`config.mk`:
```
export PLATFORM = sky130hd
export DESIGN_NAME = route_compute_pipe
export DESIGN_NICKNAME = d
export VERILOG_FILES = /design/src/rtl/route_pkg.sv /design/src/rtl/sync_fifo.sv /design/src/rtl/route_compute_pipe.sv
export SDC_FILE = /design/constraint.sdc
export NUM_CORES = 1
export LEC_CHECK = 0
export ABC_CLOCK_PERIOD_IN_PS = 2110
export CAP_MARGIN = 10
export CELL_PAD_IN_SITES_DETAIL_PLACEMENT = 1
export CELL_PAD_IN_SITES_GLOBAL_PLACEMENT = 2
export CORE_ASPECT_RATIO = 1.1
export CORE_MARGIN = 3
export CORE_UTILIZATION = 36
export DETAILED_ROUTE_END_ITERATION = 16
export PLACE_DENSITY = 0.82
export SLEW_MARGIN = 10
export SYNTH_ARGS = -nofsm -noshare
export SYNTH_HDL_FRONTEND = slang
export SYNTH_SLANG_ARGS = --single-unit
export TNS_END_PERCENT = 20
```
`constraint.sdc`:
```
create_clock -name clk -period 2.11 [get_ports clk]
set_input_delay 0.211 -clock clk [delete_from_list [all_inputs] [get_ports clk]]
set_output_delay 0.211 -clock clk [all_outputs]
set_load 0.02 [all_outputs]
```
`src/rtl/route_pkg.sv`:
```
// Package shared by the route-compute pipeline.
// Contents:
//   CORE_PORT     - index of the local core port in the one-hot port vector
//   MAX_ADDR_W    - widest destination address the helpers support
//   MAX_FLIT_W    - widest flit the helpers support
//   flit_dest     - extract the dest field (LSBs) of a flit
//   flit_payload  - extract the payload field (MSBs) of a flit
//   route_onehot  - dest/node compare giving the one-hot output port
// The helpers work on fixed maximum widths so that any parametrisation of
// the pipeline can share them; callers size-cast arguments and results.
package route_pkg;

  localparam int CORE_PORT  = 0;
  localparam int MAX_ADDR_W = 32;
  localparam int MAX_FLIT_W = 256;

  function automatic logic [MAX_ADDR_W-1:0] flit_dest(
    input logic [MAX_FLIT_W-1:0] flit,
    input int                    addr_w
  );
    logic [MAX_FLIT_W-1:0] mask;
    mask = (MAX_FLIT_W'(1) << addr_w) - MAX_FLIT_W'(1);
    return MAX_ADDR_W'(flit & mask);
  endfunction

  function automatic logic [MAX_FLIT_W-1:0] flit_payload(
    input logic [MAX_FLIT_W-1:0] flit,
    input int                    addr_w
  );
    return flit >> addr_w;
  endfunction

  // Bit 0 is the core; bit i+1 is router port i, where i is the lowest
  // address bit in which dest and node differ.
  function automatic logic [MAX_ADDR_W:0] route_onehot(
    input logic [MAX_ADDR_W-1:0] dest,
    input logic [MAX_ADDR_W-1:0] node,
    input int                    addr_w
  );
    logic [MAX_ADDR_W-1:0] diff;
    logic [MAX_ADDR_W:0]   onehot;
    logic                  found;
    diff   = dest ^ node;
    onehot = '0;
    found  = 1'b0;
    for (int i = 0; i < MAX_ADDR_W; i++) begin
      if (!found && (i < addr_w) && diff[i]) begin
        onehot[i+1] = 1'b1;
        found       = 1'b1;
      end
    end
    if (!found) begin
      onehot[CORE_PORT] = 1'b1;
    end
    return onehot;
  endfunction

endpackage

```
`src/rtl/sync_fifo.sv`:
```
// Synchronous FIFO used as the input buffer of the route-compute pipeline.
// Ports:
//   clk, rst     - clock, asynchronous active-high reset
//   push, wdata  - write request and data (ignored while full)
//   pop          - read request (ignored while empty)
//   rdata        - current head entry, valid while !empty
//   full, empty  - occupancy flags, decoded from the registered count
//   count        - current occupancy, 0..DEPTH
// DEPTH must be a power of two so the pointers wrap naturally.
module sync_fifo
  import route_pkg::*;
#(
  parameter int WIDTH = 8,
  parameter int DEPTH = 4,
  localparam int PTR_W = $clog2(DEPTH),
  localparam int CNT_W = PTR_W + 1
) (
  input  logic             clk,
  input  logic             rst,
  input  logic             push,
  input  logic             pop,
  input  logic [WIDTH-1:0] wdata,
  output logic [WIDTH-1:0] rdata,
  output logic             full,
  output logic             empty,
  output logic [CNT_W-1:0] count
);

  logic [WIDTH-1:0] mem [DEPTH];
  logic [PTR_W-1:0] wrPtr_q, wrPtr_d;
  logic [PTR_W-1:0] rdPtr_q, rdPtr_d;
  logic [CNT_W-1:0] count_q, count_d;
  logic             doPush;
  logic             doPop;

  assign full   = (count_q == CNT_W'(DEPTH));
  assign empty  = (count_q == '0);
  assign count  = count_q;
  assign rdata  = mem[rdPtr_q];
  assign doPush = push && !full;
  assign doPop  = pop && !empty;

  // Pointer and occupancy bookkeeping; a simultaneous push and pop leaves
  // the count untouched.
  always_comb begin
    wrPtr_d = wrPtr_q;
    rdPtr_d = rdPtr_q;
    count_d = count_q;
    if (doPush) begin
      wrPtr_d = wrPtr_q + PTR_W'(1);
    end
    if (doPop) begin
      rdPtr_d = rdPtr_q + PTR_W'(1);
    end
    case ({doPush, doPop})
      2'b10:   count_d = count_q + CNT_W'(1);
      2'b01:   count_d = count_q - CNT_W'(1);
      default: count_d = count_q;
    endcase
  end

  always_ff @(posedge clk or posedge rst) begin
    if (rst) begin
      wrPtr_q <= '0;
      rdPtr_q <= '0;
      count_q <= '0;
    end else begin
      wrPtr_q <= wrPtr_d;
      rdPtr_q <= rdPtr_d;
      count_q <= count_d;
    end
  end

  // Storage needs no reset: an entry is only read after it was written.
  always_ff @(posedge clk) begin
    if (doPush) begin
      mem[wrPtr_q] <= wdata;
    end
  end

endmodule

```
`src/rtl/route_compute_pipe.sv`:
```
// Route-compute stage of the NoC router: buffers incoming flits in a FIFO,
// decodes the output port of the FIFO head and presents it on a registered
// output stage with a one-hot per-port valid.
// Ports:
//   clk, rst    - clock, asynchronous active-high reset
//   in_valid    - input flit valid
//   in_ready    - input can accept (FIFO not full, from registered count)
//   in_flit     - input flit {payload, dest}, dest in the LSBs
//   out_valid   - one-hot port request; bit 0 core, bit i+1 router port i
//   out_ready   - per-port ready; only the addressed bit matters
//   out_flit    - flit held in the output stage
//   fifo_count  - input FIFO occupancy
module route_compute_pipe
  import route_pkg::*;
#(
  parameter int              ADDR_W    = 4,
  parameter int              DATA_W    = 7,
  parameter logic [ADDR_W-1:0] NODE_ADDR = '0,
  parameter int              DEPTH     = 4,
  localparam int             FLIT_W    = DATA_W + ADDR_W,
  localparam int             CNT_W     = $clog2(DEPTH) + 1
) (
  input  logic              clk,
  input  logic              rst,
  input  logic              in_valid,
  output logic              in_ready,
  input  logic [FLIT_W-1:0] in_flit,
  output logic [ADDR_W:0]   out_valid,
  input  logic [ADDR_W:0]   out_ready,
  output logic [FLIT_W-1:0] out_flit,
  output logic [CNT_W-1:0]  fifo_count
);

  localparam logic [0:0] ST_IDLE = 1'b0;
  localparam logic [0:0] ST_HOLD = 1'b1;

  logic              fifoFull;
  logic              fifoEmpty;
  logic              fifoPush;
  logic              fifoPop;
  logic [FLIT_W-1:0] headFlit;
  logic [ADDR_W:0]   decodedPort;
  logic              xfer;

  logic [0:0]        state_q, state_d;
  logic [FLIT_W-1:0] outFlit_q, outFlit_d;
  logic [ADDR_W:0]   outPort_q, outPort_d;

  // in_ready comes only from the registered count, so a pop in the same
  // cycle never reopens a full FIFO and out_ready cannot reach in_ready.
  assign in_ready = !fifoFull;
  assign fifoPush = in_valid && !fifoFull;

  sync_fifo #(
    .WIDTH (FLIT_W),
    .DEPTH (DEPTH)
  ) uFifo (
    .clk   (clk),
    .rst   (rst),
    .push  (fifoPush),
    .pop   (fifoPop),
    .wdata (in_flit),
    .rdata (headFlit),
    .full  (fifoFull),
    .empty (fifoEmpty),
    .count (fifo_count)
  );

  assign decodedPort = (ADDR_W+1)'(route_onehot(
                         flit_dest(MAX_FLIT_W'(headFlit), ADDR_W),
                         MAX_ADDR_W'(NODE_ADDR),
                         ADDR_W));

  // The stored port is all-zero while idle, so it doubles as out_valid and
  // masks readiness on every port the current flit is not addressed to.
  assign out_valid = outPort_q;
  assign out_flit  = outFlit_q;
  assign xfer      = |(outPort_q & out_ready);

  // Output stage: load from the FIFO when idle, or in the same cycle the
  // held flit is accepted so back-to-back flits stream at one per cycle.
  always_comb begin
    state_d   = state_q;
    outFlit_d = outFlit_q;
    outPort_d = outPort_q;
    fifoPop   = 1'b0;
    if (state_q == ST_IDLE) begin
      if (!fifoEmpty) begin
        fifoPop   = 1'b1;
        outFlit_d = headFlit;
        outPort_d = decodedPort;
        state_d   = ST_HOLD;
      end
    end else begin
      if (xfer) begin
        if (!fifoEmpty) begin
          fifoPop   = 1'b1;
          outFlit_d = headFlit;
          outPort_d = decodedPort;
        end else begin
          outPort_d = '0;
          state_d   = ST_IDLE;
        end
      end
    end
  end

  always_ff @(posedge clk or posedge rst) begin
    if (rst) begin
      state_q   <= ST_IDLE;
      outFlit_q <= '0;
      outPort_q <= '0;
    end else begin
      state_q   <= state_d;
      outFlit_q <= outFlit_d;
      outPort_q <= outPort_d;
    end
  end

endmodule

```
After elaboration in Yosys (flattened, before gate mapping)
Memory sizes are Yosys's and may differ from the RTL's. Cells that the tools add are included.

Multiplexer cells: 23. Bitwise operators: 1. $add $sub $neg: 4. Equality and inequality tests: 5. Reduce and logical (&&, ||, !) cells: 15.

Operator list (count): 2-to-1 mux 11 bit (3); 2-to-1 mux 5 bit (4); 2-to-1 mux 1 bit (15); logical AND 1 bit (6); one-hot mux 3 bit (2 select lines) (1); AND 5 bit (1); logical NOT 1 bit (5); OR reduction 5 bit (1); adder 2 x 1 -> 2 bit, second input constant (2); adder 3 x 1 -> 3 bit, second input constant (1); == test 3 bit, second input constant (1); logical NOT 3 bit (1); subtractor 3 x 1 -> 3 bit, second input constant (1); == test 2 x 1 -> 1 bit, second input constant (1); == test 2 bit, second input constant (1); != test 2 x 1 -> 1 bit, second input constant (1); != test 2 bit, second input constant (1); AND reduction 2 bit (1); nonzero test 2 bit (1).

Input bits: 19. Output and inout port bits: 20. Register bits: 24. Logic and storage cells: 55. RAM bits: 44. Memories: 1.

Memory list: uFifo.mem (words 4, width 11, read ports 1, clocked after Yosys merged registers in 0, write ports 1, RTL line sync_fifo.sv:29) `logic [WIDTH-1:0] mem [DEPTH];`.

Logic depth before layout (Yosys ltp)
An unclocked memory read counts as a cell.

Depth in word-level cells: 15. Depth in mapped cells: 9. Gate-level depth less buffers: 9.

Modules after synthesis
Synthesis repeated with hierarchy kept, for this count alone.

Cell total of the unflattened synthesis: 147. Area, all modules: 2762.6 sq um.

Modules (own cells, without submodules): sync_fifo (instances 1, seq. area each 1496.4 sq um, cells an instance 95, area each 2035.7 sq um); route_compute_pipe (instances 1, seq. area each 425.4 sq um, cells an instance 52, area each 726.9 sq um).

Worst setup path after synthesis
OpenSTA, ideal clock, no wires.

Path kind: flip-flop to flip-flop. From: register outPort_q[1], in the netlist out_valid[1]. To: register uFifo.count_q[2], in the netlist uFifo.count[2]. Path buffers: 1. Data required time: 1.977 ns. Data arrival time: 2.254 ns. Library setup time: 0.133 ns. Setup slack: -0.277 ns. Stages on the path, launching flop included: 10. Period minus slack after synthesis: 2.387 ns. Path through: dfrtp_1 a222oi_1 a31oi_2 buf_6 ha_1 inv_1 fa_1 xor2_1 nor2_1 xor2_1.

Word-level cells in the longest chain between the ends: 7. Elaborated cells on any way between the ends: 9. Classes of those cells: eq/ne: 2; mux: 3; bitwise: 1; reduce/logical: 3.

RTL lines: start: declaration (RTL line route_compute_pipe.sv:47) `logic [ADDR_W:0] outPort_q, outPort_d;`; start signal: assignment (RTL line route_compute_pipe.sv:116) `outPort_q <= outPort_d;`; AND 5 bit (*) (RTL line route_compute_pipe.sv:78) `assign xfer = |(outPort_q & out_ready);`; OR reduction 5 bit (*) (RTL line route_compute_pipe.sv:78); 2-to-1 mux 1 bit (*) (RTL line route_compute_pipe.sv:95) `if (xfer) begin`; 2-to-1 mux 1 bit (*) (RTL line route_compute_pipe.sv:87) `if (state_q == ST_IDLE) begin`; logical AND 1 bit (*) (RTL line sync_fifo.sv:41) `assign doPop = pop && !empty;`; named net uFifo.doPop (RTL line sync_fifo.sv:34) `logic doPop;`; == test 2 x 1 -> 1 bit or == test 2 bit (tied branches) (RTL line sync_fifo.sv:55) `case ({doPush, doPop})`; one-hot mux 3 bit (2 select lines) or nonzero test 2 bit (tied branches); end signal: assignment (RTL line sync_fifo.sv:70) `count_q <= count_d;`; end: declaration (RTL line sync_fifo.sv:32) `logic [CNT_W-1:0] count_q, count_d;`.

The timed path passes the listed nets; every way through them passes the cells marked *. A chain may end at the register's enable or synchronous reset.

Worst setup path in the final report
From: register uFifo.count_q[1], in the netlist uFifo.count[1]. To: output in_ready.

Word-level cells in the longest chain between the ends: 2.

RTL lines: == test 3 bit (RTL line sync_fifo.sv:36) `assign full = (count_q == CNT_W'(DEPTH));`; logical NOT 1 bit (RTL line route_compute_pipe.sv:51) `assign in_ready = !fifoFull;`; end: declaration (RTL line route_compute_pipe.sv:26) `output logic in_ready,`.

No other way between the ends.

==> metrics.yaml <==
groute.usage.overall: 0.143
num_vias: 1503
rsz0062_at_grt: "true"
io_pins: 39
synthesis.area_sq_mm: 0.00271
fin_area_sq_mm: 0.00353
largest_family_of_logic_cells_by_synthesized_area: "multiplexers"
routedWlPerCell_microns: 18.7
timing.rr.start: "uFifo.count[1]"
die_width_microns: 88.7
ctsHtreeMaxLevel: 3
worst_clock_skew_ns: 0.0104
cts_hold_repair.buffers: 0
fp-row-count: 32
syn2layout_area_growth_pct: 30.5
leakage_uw: 0.00136
worst_setup_hold_path_clk_slew_ns: 0.07
postRouteWirelength_mm: 5.55
post-route-min-period_ns: 2.02
drtAntennaViolNets: 0
p_total_uw: 3540
cts_inserted_buffers: 9
place_inst: 279
yosys-top-cells-count: "44 x sky130_fd_sc_hd__edfxtp_1, 24 x sky130_fd_sc_hd__dfrtp_1, 11 x sky130_fd_sc_hd__mux4_2"
post_layout_nonfiller_instances: 296
report.final.setup_viol: 0
most_used_standard_cell_by_instance_count_after_synthesis: "sky130_fd_sc_hd__edfxtp_1"
die_footprint_sq_mm: 0.00860
synth_seq_cells: 68
largest_net_degree_at_the_start_of_global_routing: 25
critical_path_end_type: "output port"
drive_gt1_frac: 0.313
synth_area_per_cell_sq_um: 19.1
clockRootBuffer: "sky130_fd_sc_hd__clkbuf_8"
cp_max_fo: 5
post-dp-hpwl_mm: 3.93
post_synthesis_instance_total: 142
clock_tree.buffer_depth: 2
synthDominantAreaCellType: "sky130_fd_sc_hd__edfxtp_1"
starting_density: 0.378
ys_dominant_reg_cell: "sky130_fd_sc_hd__edfxtp_1"
timing.max_cap.violations: 0
grt_antenna_before_repair: 0
synthTopCellsByArea: "sky130_fd_sc_hd__edfxtp_1 49%, sky130_fd_sc_hd__dfrtp_1 22%, sky130_fd_sc_hd__mux4_2 9.2%, sky130_fd_sc_hd__mux2_2 3.7%, sky130_fd_sc_hd__ha_1 2.3%"
grt_overflow_total: 0
portBuffers: 38
timing.critical_path.from: "uFifo.count[1]"
clock.fmax_mhz: 494
post-route-drc-count: 0
worstSetupStartpointType: "flip-flop"
dpl_cell_area_sq_mm: 0.00332
synth.lib_cells_used.distinct: 31
regToRegSetupSlack_ns: 0.09
clk_latency_ns: 0.33
synth.mux.area_fraction: 0.149
hold_violations: 0
worstMarginPinSlew_ns: 0.556
synth-simple-area-share: 0.0287
synth-edff-count: 44
synth_xor_xnor_area_share: 0.0194
synthAdderAreaFrac: 0.0305
rr_worst_depth: 9
num_antenna_cells: 0
vdd.ir_drop.worst_uv: 378
sequential_share_of_the_synthesized_area: 0.710
synth_compound_gate_area_share: 0.0421
run_status: "completed"
portion_of_the_clock_cycle_consumed_by_the_worst_path_in_the_final_layout: 0.959
core-area_sq_mm: 0.00717
grt_pass1_wl_mm: 9.03
clock_sink_count: 68
tritoncts: "built"
drt-initial-drc-count: 111
regToRegEndpoint: "uFifo.count[2]"
slew_limit_fails: 0
cp.required_ns: 1.90
postSynthNetCount: 167
hp-class: "primary input to async pin"
slew-limit-headroom: 0.629
power_density_mw_per_mm2: 1000
cp.arrival_ns: 1.81
grt_pass1_vias: 1704
synth-async-reset-ratio: 0.353
routabilityCongestion: 0.778
floorplan.die.height_microns: 96.9
post-synth-top-area-fraction: 0.488
criticalPathCategory: "flip-flop to output port"
nNetsFinal: 231
viasPerCell: 5.08
yosysWarnings: 0
drt_pass1_iterations: 4
placed cells by master, fill, tap and decap left out, types with 3 or more instances in the layout:
cell type / netlist / routed
sky130_fd_sc_hd__buf_4: 0 / 18
sky130_fd_sc_hd__xor2_1: 3 / 3
sky130_fd_sc_hd__mux2_2: 9 / 9
sky130_fd_sc_hd__inv_1: 9 / 7
sky130_fd_sc_hd__dfrtp_1: 24 / 23
sky130_fd_sc_hd__edfxtp_1: 44 / 44
sky130_fd_sc_hd__clkdlybuf4s50_1: 0 / 38
sky130_fd_sc_hd__a32o_1: 4 / 4
sky130_fd_sc_hd__mux2_4: 3 / 3
sky130_fd_sc_hd__ha_1: 5 / 4
sky130_fd_sc_hd__and3_1: 4 / 4
sky130_fd_sc_hd__nor2_1: 3 / 3
sky130_fd_sc_hd__clkbuf_8: 0 / 11
sky130_fd_sc_hd__xnor2_1: 3 / 3
sky130_fd_sc_hd__mux4_2: 11 / 11
cell type report:
class,count,area [sq um]
multi-input combinational,62,751
inverter,9,33.8
clock buffer,12,155
clock inverter,4,47.5
tap,85,106
sequential,68,1920
timing repair buffer,56,515
fill,689,3630
registers in the layout (all words and copies together), names as in the netlist:
| name | flops |
|---|---|
| uFifo.count | 3 |
| uFifo.wrPtr_q | 2 |
| uFifo.rdPtr_q | 2 |
| out_flit | 11 |
| out_valid | 5 |
| uFifo.mem | 44 |
| state_q | 1 |
critical path, cell delays in order (launching register included):
cell and delay [ns]:
sky130_fd_sc_hd__dfrtp_1 0.39, sky130_fd_sc_hd__or3b_4 0.41, sky130_fd_sc_hd__buf_4 0.15, sky130_fd_sc_hd__clkdlybuf4s50_1 0.53
per-stage QoR:
step | worst slack, ns | setup TNS [ns] | utilization | hold slack, ns
floorplan | -0.258 | -0.497 | - | 0.226
detailed placement | -0.210 | -0.411 | 0.463 | 0.497
global route | -0.0104 | -0.0104 | 0.493 | 0.257
finish | 0.0869 | 0 | 0.493 | 0.239
global placement | -0.0601 | -0.103 | 0.463 | 0.491
CTS | 0.000514 | 0 | 0.491 | 0.236
report_power, final:
group	leakage, uW	internal, uW	total (uW)	switching [uW]
Sequential	0.000715	1660	1730	70.8
Combinational	0.000540	345	738	393
Clock	0.000102	607	1070	462
cells by family after synthesis:
family | Yosys count
flip-flops | 68
buffers and inverters | 12
AO/OA/AOI/OAI | 12
XOR/XNOR | 6
multiplexers | 24
adder cells (fa/ha/maj) | 6
AND/OR/NAND/NOR | 14
metal layers:
metal  share of wire  vias to the layer above  wire (microns)  global-route usage
li1                -                      680               -                   -
met1            0.40                      789            2240               0.169
met2            0.55                       32            3040               0.238
met3           0.038                        2             212              0.0375
met4           0.011                        0              62              0.0663
met5               0                        -               0                   0
how the worst max path moves through the flow:
stage	slack, ns	end	depth (start not counted)
6_report	0.09	in_ready	3
5_1_grt	-0.01	uFifo.count[2]	9
4_1_cts	0.0005	uFifo.count[2]	8
3_5_place_dp	-0.21	uFifo.count[2]	9
3_3_place_gp	-0.06	uFifo.count[2]	9
2_1_floorplan	-0.26	uFifo.count[2]	9
repair_timing:
| item | CTS | global route |
|---|---|---|
| setup buffers | 0 | 1 |
| hold endpoints to repair | 0 | 0 |
| pin swaps | 0 | 6 |
| setup endpoints to repair | 1 | 2 |
| resized for setup | 1 | 2 |
Note: power is estimated with default switching activity, not from simulation.
